### src/rtl/scan_mux_if.sv
// Bundle of the scan_mux data, select, handshake and status signals.
// The master drives channels and controls; the slave returns the captured word.
interface scan_mux_if #(
  parameter int unsigned N = 32,
  parameter int unsigned W = 8
);
  localparam int unsigned SW = $clog2(N);

  logic [N*W-1:0] data_in;
  logic [SW-1:0]  sel;
  logic           mode;
  logic           en;
  logic           out_ready;
  logic [W-1:0]   out_data;
  logic [SW-1:0]  out_ch;
  logic           out_valid;
  logic           scan_done;
  logic           sel_err;

  modport master (
    output data_in, sel, mode, en, out_ready,
    input  out_data, out_ch, out_valid, scan_done, sel_err
  );

  modport slave (
    input  data_in, sel, mode, en, out_ready,
    output out_data, out_ch, out_valid, scan_done, sel_err
  );
endinterface

### src/rtl/scan_mux.sv
// N-channel capture mux with manual select or auto-scan, feeding a one-word
// valid/ready output register. All outputs come straight from flops.
module scan_mux #(
  parameter int unsigned N = 32,
  parameter int unsigned W = 8
) (
  input logic        clk,
  input logic        rst,
  scan_mux_if.slave  bus
);
  localparam int unsigned SW = $clog2(N);

  typedef enum logic [0:0] {StEmpty, StFull} state_e;

  state_e         state_q, state_d;
  logic           mode_q, mode_d;
  logic [SW-1:0]  ptr_q, ptr_d;
  logic [SW-1:0]  out_ch_q, out_ch_d;
  logic [W-1:0]   out_data_q, out_data_d;
  logic           scan_done_q, scan_done_d;
  logic           sel_err_q, sel_err_d;

  logic [W-1:0]   chans [N];
  logic [SW-1:0]  ptr_eff;
  logic           slot, accept, sel_ok;

  always_comb begin
    for (int k = 0; k < int'(N); k++) begin
      chans[k] = bus.data_in[k*W +: W];
    end
  end

  // A rising mode edge restarts the scan at channel 0 in the same cycle.
  assign ptr_eff = (bus.mode && !mode_q) ? '0 : ptr_q;
  assign accept  = (state_q == StFull) && bus.out_ready;
  assign slot    = bus.en && ((state_q == StEmpty) || bus.out_ready);
  assign sel_ok  = (32'(bus.sel) < N);

  always_comb begin
    state_d     = state_q;
    mode_d      = bus.mode;
    ptr_d       = ptr_eff;
    out_ch_d    = out_ch_q;
    out_data_d  = out_data_q;
    scan_done_d = 1'b0;
    sel_err_d   = 1'b0;
    if (slot) begin
      if (bus.mode) begin
        out_data_d  = chans[ptr_eff];
        out_ch_d    = ptr_eff;
        state_d     = StFull;
        scan_done_d = (ptr_eff == SW'(N - 1));
        ptr_d       = (ptr_eff == SW'(N - 1)) ? '0 : ptr_eff + SW'(1);
      end else if (sel_ok) begin
        out_data_d = chans[bus.sel];
        out_ch_d   = bus.sel;
        state_d    = StFull;
      end else begin
        // Rejected select still lets an accepted word drain.
        sel_err_d = 1'b1;
        if (accept) state_d = StEmpty;
      end
    end else if (accept) begin
      state_d = StEmpty;
    end
  end

  always_ff @(posedge clk) begin
    if (rst) begin
      state_q     <= StEmpty;
      mode_q      <= 1'b0;
      ptr_q       <= '0;
      out_ch_q    <= '0;
      out_data_q  <= '0;
      scan_done_q <= 1'b0;
      sel_err_q   <= 1'b0;
    end else begin
      state_q     <= state_d;
      mode_q      <= mode_d;
      ptr_q       <= ptr_d;
      out_ch_q    <= out_ch_d;
      out_data_q  <= out_data_d;
      scan_done_q <= scan_done_d;
      sel_err_q   <= sel_err_d;
    end
  end

  assign bus.out_data  = out_data_q;
  assign bus.out_ch    = out_ch_q;
  assign bus.out_valid = (state_q == StFull);
  assign bus.scan_done = scan_done_q;
  assign bus.sel_err   = sel_err_q;
endmodule

### src/flat_wrapper.sv
// flat-port wrapper written by rule: the top's interface ports become plain ports
module scan_mux_flat 
#(
  parameter int unsigned N = 32,
  parameter int unsigned W = 8
)
  (clk, rst, bus_data_in, bus_sel, bus_mode, bus_en, bus_out_ready, bus_out_data, bus_out_ch, bus_out_valid, bus_scan_done, bus_sel_err);
  scan_mux_if #(.N(N), .W(W)) bus_i ();
  input logic clk;
  input logic rst;
  input wire logic [$bits(bus_i.data_in)-1:0] bus_data_in;
  input wire logic [$bits(bus_i.sel)-1:0] bus_sel;
  input wire logic [$bits(bus_i.mode)-1:0] bus_mode;
  input wire logic [$bits(bus_i.en)-1:0] bus_en;
  input wire logic [$bits(bus_i.out_ready)-1:0] bus_out_ready;
  output wire logic [$bits(bus_i.out_data)-1:0] bus_out_data;
  output wire logic [$bits(bus_i.out_ch)-1:0] bus_out_ch;
  output wire logic [$bits(bus_i.out_valid)-1:0] bus_out_valid;
  output wire logic [$bits(bus_i.scan_done)-1:0] bus_scan_done;
  output wire logic [$bits(bus_i.sel_err)-1:0] bus_sel_err;
  assign bus_i.data_in = bus_data_in;
  assign bus_i.sel = bus_sel;
  assign bus_i.mode = bus_mode;
  assign bus_i.en = bus_en;
  assign bus_i.out_ready = bus_out_ready;
  assign bus_out_data = bus_i.out_data;
  assign bus_out_ch = bus_i.out_ch;
  assign bus_out_valid = bus_i.out_valid;
  assign bus_scan_done = bus_i.scan_done;
  assign bus_sel_err = bus_i.sel_err;
  scan_mux #(.N(N), .W(W)) u_core (.clk(clk), .rst(rst), .bus(bus_i));
endmodule
### config.mk
export PLATFORM = sky130hd
export DESIGN_NAME = scan_mux_flat
export DESIGN_NICKNAME = d
export VERILOG_FILES = /design/src/rtl/scan_mux_if.sv /design/src/rtl/scan_mux.sv /design/src/flat_wrapper.sv
export SDC_FILE = /design/constraint.sdc
export NUM_CORES = 1
export LEC_CHECK = 0
export CAP_MARGIN = 20
export CORE_UTILIZATION = 35
export CTS_BUF_LIST = sky130_fd_sc_hd__clkbuf_16
export DETAILED_ROUTE_END_ITERATION = 10
export HOLD_SLACK_MARGIN = 0.15
export PLACE_DENSITY = 0.76
export SLEW_MARGIN = 15
export SYNTH_ARGS = -nofsm -noshare
export SYNTH_HDL_FRONTEND = slang
export SYNTH_SLANG_ARGS = --single-unit
### constraint.sdc
create_clock -name clk -period 2.5 [get_ports clk]
set_input_delay 0.5 -clock clk [delete_from_list [all_inputs] [get_ports clk]]
set_output_delay 0.5 -clock clk [all_outputs]
set_load 0.01 [all_outputs]
Yosys cells after proc, flatten, opt, wreduce, memory -nomap -nowiden
Index checks and enable logic that the tools add are counted.
{"block": "op_classes", "muxes": 14, "order_cmp": 2, "n_addsub": 1, "reduce_logical": 7, "n_eq_ne": 1, "n_bitwise": 5}
{"operator": "binary-select mux 8 bit (select 5 bit)", "n": 2}
{"operator": "2-to-1 mux 8 bit", "n": 5}
{"operator": "2-to-1 mux 5 bit", "n": 5}
{"operator": "greater-or-equal comparator 6 bit (second input constant)", "n": 2}
{"operator": "NOT 5 -> 6 bit", "n": 2}
{"operator": "adder 5 x 1 -> 5 bit (second input constant)", "n": 1}
{"operator": "== test 5 bit (second input constant)", "n": 1}
{"operator": "logical AND 1 bit", "n": 3}
{"operator": "NOT 1 bit", "n": 3}
{"operator": "OR reduction 3 bit", "n": 1}
{"operator": "2-to-1 mux 1 bit", "n": 2}
{"operator": "nonzero test 2 bit", "n": 1}
{"operator": "logical NOT 1 bit", "n": 1}
{"operator": "logical OR 1 bit", "n": 1}
{"block": "word_totals", "out_inout_bits": 16, "ff_bits": 21, "input_bits": 266}

Longest topological paths before layout
{"block": "logic_depth", "word_depth": 8, "depth_mapped": 10, "ltp_nobuf": 7}

Worst setup path after synthesis
No wires, ideal clock.
{"block": "synth_timing", "path_kind": "in2reg", "from": "input bus_mode", "to": "register u_core.ptr_q[2]", "arrival_time_ps": 2063, "setup_slack_ps": 351, "path_stages": 7, "setup_time_ps": 86, "path_cell_list": "nor2b_1 -> buf_2 -> buf_1 -> nor2_1 -> ha_1 -> or4b_1 -> a211oi_1"}
{"block": "synth_via", "elab_chain_cells": 6}
{"item": "start, declared", "line": "flat_wrapper.sv:13", "source": "input wire logic [$bits(bus_i.mode)-1:0] bus_mode;"}
{"item": "logical AND 1 bit", "line": "scan_mux.sv:34", "source": "assign ptr_eff = (bus.mode && !mode_q) ? '0 : ptr_q;"}
{"item": "2-to-1 mux 5 bit", "line": "scan_mux.sv:34"}
{"item": "adder 5 x 1 -> 5 bit / == test 5 bit (equally long branches)", "line": "scan_mux.sv:53", "source": "ptr_d = (ptr_eff == SW'(N - 1)) ? '0 : ptr_eff + SW'(1);"}
{"item": "2-to-1 mux 5 bit", "line": "scan_mux.sv:53"}
{"item": "2-to-1 mux 5 bit", "line": "scan_mux.sv:48", "source": "if (bus.mode) begin"}
{"item": "2-to-1 mux 5 bit *", "line": "scan_mux.sv:47", "source": "if (slot) begin"}
{"item": "end signal, assigned", "line": "scan_mux.sv:80", "source": "ptr_q <= ptr_d;"}
{"item": "end, declared", "line": "scan_mux.sv:17", "source": "logic [SW-1:0] ptr_q, ptr_d;"}
Mark *: on every way between the ends. The rest lies on a longest branch, timed or not.
A chain may end at the register's enable or synchronous reset.

Worst setup path in the final report
{"block": "layout_timing", "from": "input bus_mode", "to": "register u_core.out_data_q[6], in the netlist u_core.bus.out_data[6]"}
{"block": "layout_via", "elab_chain_cells": 7}
{"item": "logical AND 1 bit", "line": "scan_mux.sv:34"}
{"item": "2-to-1 mux 5 bit", "line": "scan_mux.sv:34"}
{"item": "NOT 5 -> 6 bit (not written as such)", "line": "scan_mux.sv:49", "source": "out_data_d = chans[ptr_eff];"}
{"item": "binary-select mux 8 bit (select 5 bit)", "line": "scan_mux.sv:49"}
{"item": "2-to-1 mux 8 bit (not written as such) (2 in a row)", "line": "scan_mux.sv:49"}
{"item": "2-to-1 mux 8 bit *", "line": "scan_mux.sv:48"}
{"item": "end signal, assigned", "line": "scan_mux.sv:82", "source": "out_data_q <= out_data_d;"}
{"item": "end, declared", "line": "scan_mux.sv:19", "source": "logic [W-1:0] out_data_q, out_data_d;"}
Mark *: on every way between the ends. The rest lies on a longest branch, timed or not. The select of a mux whose other input is x is not followed.

==> flow_summary.ini <==
[clocking]
cts_tree = yes
post_cts_buffers = 0
path_clk_slew_ns = 0.07
cts.path.max_buffers = 2
holdBufCountCts = 0
clk_latency_ns = 0.27
root_buffer = clkbuf_16
cts.htree.levels = 1
clock_sinks = 21
cts_inserted_buffers = 3
cts_resized = 0

[place]
place_ws_ns = -0.102
gp_congestion = 0.941
placed_area_sq_um = 9300
dp.cells = 1212
dp_hpwl_microns = 22100
port_buffers = 280

[layout]
fin_cells = 1216
final_common_cell = clkdlybuf4s50_1
drive_gt1_share_pct = 18.5
syn_to_final_growth_pct = 55.3
antennaDiodeCount = 0
multiInputGateArea_sq_um = 5070
final.fill_count = 1502
layout.nets = 1264
register_area_sq_um = 428
fin_util_pct = 56.2
final_area_sq_um = 9380
layout_common_cells = clkdlybuf4s50_1, mux2i_1, buf_4

[critical_path]
crit_path_end_kind = flop
critical_path_class = in2reg
critPathMaxFanout = 20
rr_worst_depth = 7
cp.required_ns = 2.67
cp-start-kind = input pin
cp.arrival_ns = 2.52

[global_routing]
grt_pass1_wl_microns = 41200
grt_pass1_vias = 7447
grt_max_degree = 46
grt_usage_pct = 29.6
overflow = 0
antenna_found_initial = 0

[synthesis]
synth_top_family_by_area = multiplexers
syn-instance-count = 724
synth_fp_nets = 991
synth.distinct_cells = 57
synth_area_per_cell_sq_um = 8.34
yosys-mux-area-fraction_pct = 38.6
synth_ff_type = dfxtp_1
synthSimpleGateAreaFrac_pct = 19.4
ys_seq_area_share_pct = 6.96
yosys_warnings = 0
synth_compound_area_share_pct = 25.4
synth_xor_area_share_pct = 0.290
synthArstFlopShare_pct = 0
syn_area_sq_um = 6040
synth-seq-cells = 21
synth_edf_count = 0
synth_fa_ha_area_share_pct = 0.207

[route]
drt_drc_violations_left = 0
ant_nets = 0
drtIter0Drc = 697
wirelength_microns = 27100
drt-pass1-iter-count = 7
drt-wirelength-per-cell_microns = 22.3
vias = 7604
routed_via_density = 6.25

[floorplan]
die_area_sq_um = 17800
initial_core_util_pct = 36.2
die_y_microns = 133
core_sq_um = 16700
fp-row-count = 47
die_width_microns = 133
num_io_pins = 282

[timing]
final_hold_viol_count = 0
final_max_slew_viol_count = 0
setup_tns_ns = 0
tightest_slew_ns = 0.558
rsz0062_at_grt = no
fmax_mhz = 426
postLayoutSetupSlackWorst_ns = 0.154
relSlewSlack_pct = 62.8
period_needed_ns = 2.35
post-route-period-util_pct = 93.8
clock_skew_ns = 0.00960
setup_viol = 0

[run_status]
status = complete, no violations

[power_and_ir_drop]
ir_worst_vdd_v = 0.000272
powerDensity_nw_per_um2 = 241
p_leak_nw = 3.31

[job]
maxCapViolations = 0

[min_path]
hp-class = reg2reg
min_path_cells = 2
-- synth_stat cells, types with 24 or more instances --
cell type  number  share of area, %
a21oi_1        55               4.6
a31oi_1        40               4.1
nor2b_1        52               5.4
nand3_1        39               3.2
mux2_2         36               6.7
buf_2          34               2.8
o211ai_1       24               3.0
mux4_2         55                21
mux2i_1        66                11
nand2_1        55               3.4
nor2_1         30               1.9
-- final timing paths --
kind / endpoint / slack [ns] / from
hold / removal: u_core.bus.out_ch[1] / 0.46 / u_core.bus.out_ch[1]
hold reg to reg: u_core.bus.out_ch[1] / 0.46 / u_core.bus.out_ch[1]
setup / recovery: u_core.bus.out_data[6] / 0.15 / bus_mode
setup reg to reg: u_core.bus.out_data[6] / 0.34 / u_core.ptr_q[0]
-- per-stage QoR --
stage               total power [mW]  hold slack [ns]
floorplan                       1.12            0.476
global placement                1.85            0.441
detailed placement              1.87            0.455
CTS                             2.24            0.462
global route                    2.36            0.497
finish                          2.26            0.465
-- area by class of cell --
| type | count | area share (%) |
|---|---|---|
| multi-input combinational | 609 | 54.1 |
| timing repair buffer | 356 | 37.3 |
| sequential | 21 | 4.56 |
| tap | 220 | 2.93 |
| clock buffer | 3 | 0.800 |
| inverter | 6 | 0.240 |
| clock inverter | 1 | 0.0800 |
-- worst max-delay path, stage by stage --
cell             delay [ns]
clkdlybuf4s50_1        0.54
buf_4                  0.22
nor2b_4                0.23
buf_4                  0.27
nand2_1                0.08
o221ai_1               0.09
o211ai_1               0.16
and3_1                 0.20
a311oi_1               0.23
-- layer usage --
| metal | track usage [%] | vias up | wire length [microns] |
|---|---|---|---|
| met5 | 0 | - | 0 |
| met4 | 10.2 | 0 | 865 |
| met3 | 5.52 | 73 | 2880 |
| met2 | 49.2 | 545 | 12800 |
| met1 | 38.2 | 3567 | 10500 |
| li1 | - | 3419 | - |
-- report_power, final --
group	internal [mW]	leakage (nW)	switching, mW
logic	0.877	3.09	0.630
clock network	0.218	0.0371	0.154
registers	0.354	0.174	0.0288
-- logic make-up after synthesis --
kind of cell | count (synthesis)
other cells | 1
mux | 158
xor+xnor | 2
flops | 21
fa+ha+maj | 1
buf+inv | 94
simple gates | 227
compound gates | 220
-- sequential cells by signal (all words and copies together) (netlist names) --
signal	count
u_core.bus.out_ch	5
u_core.bus.out_data	8
u_core.bus.out_valid	1
u_core.bus.scan_done	1
u_core.mode_q	1
u_core.ptr_q	5
No activity file was read; power rests on OpenSTA's default activity.
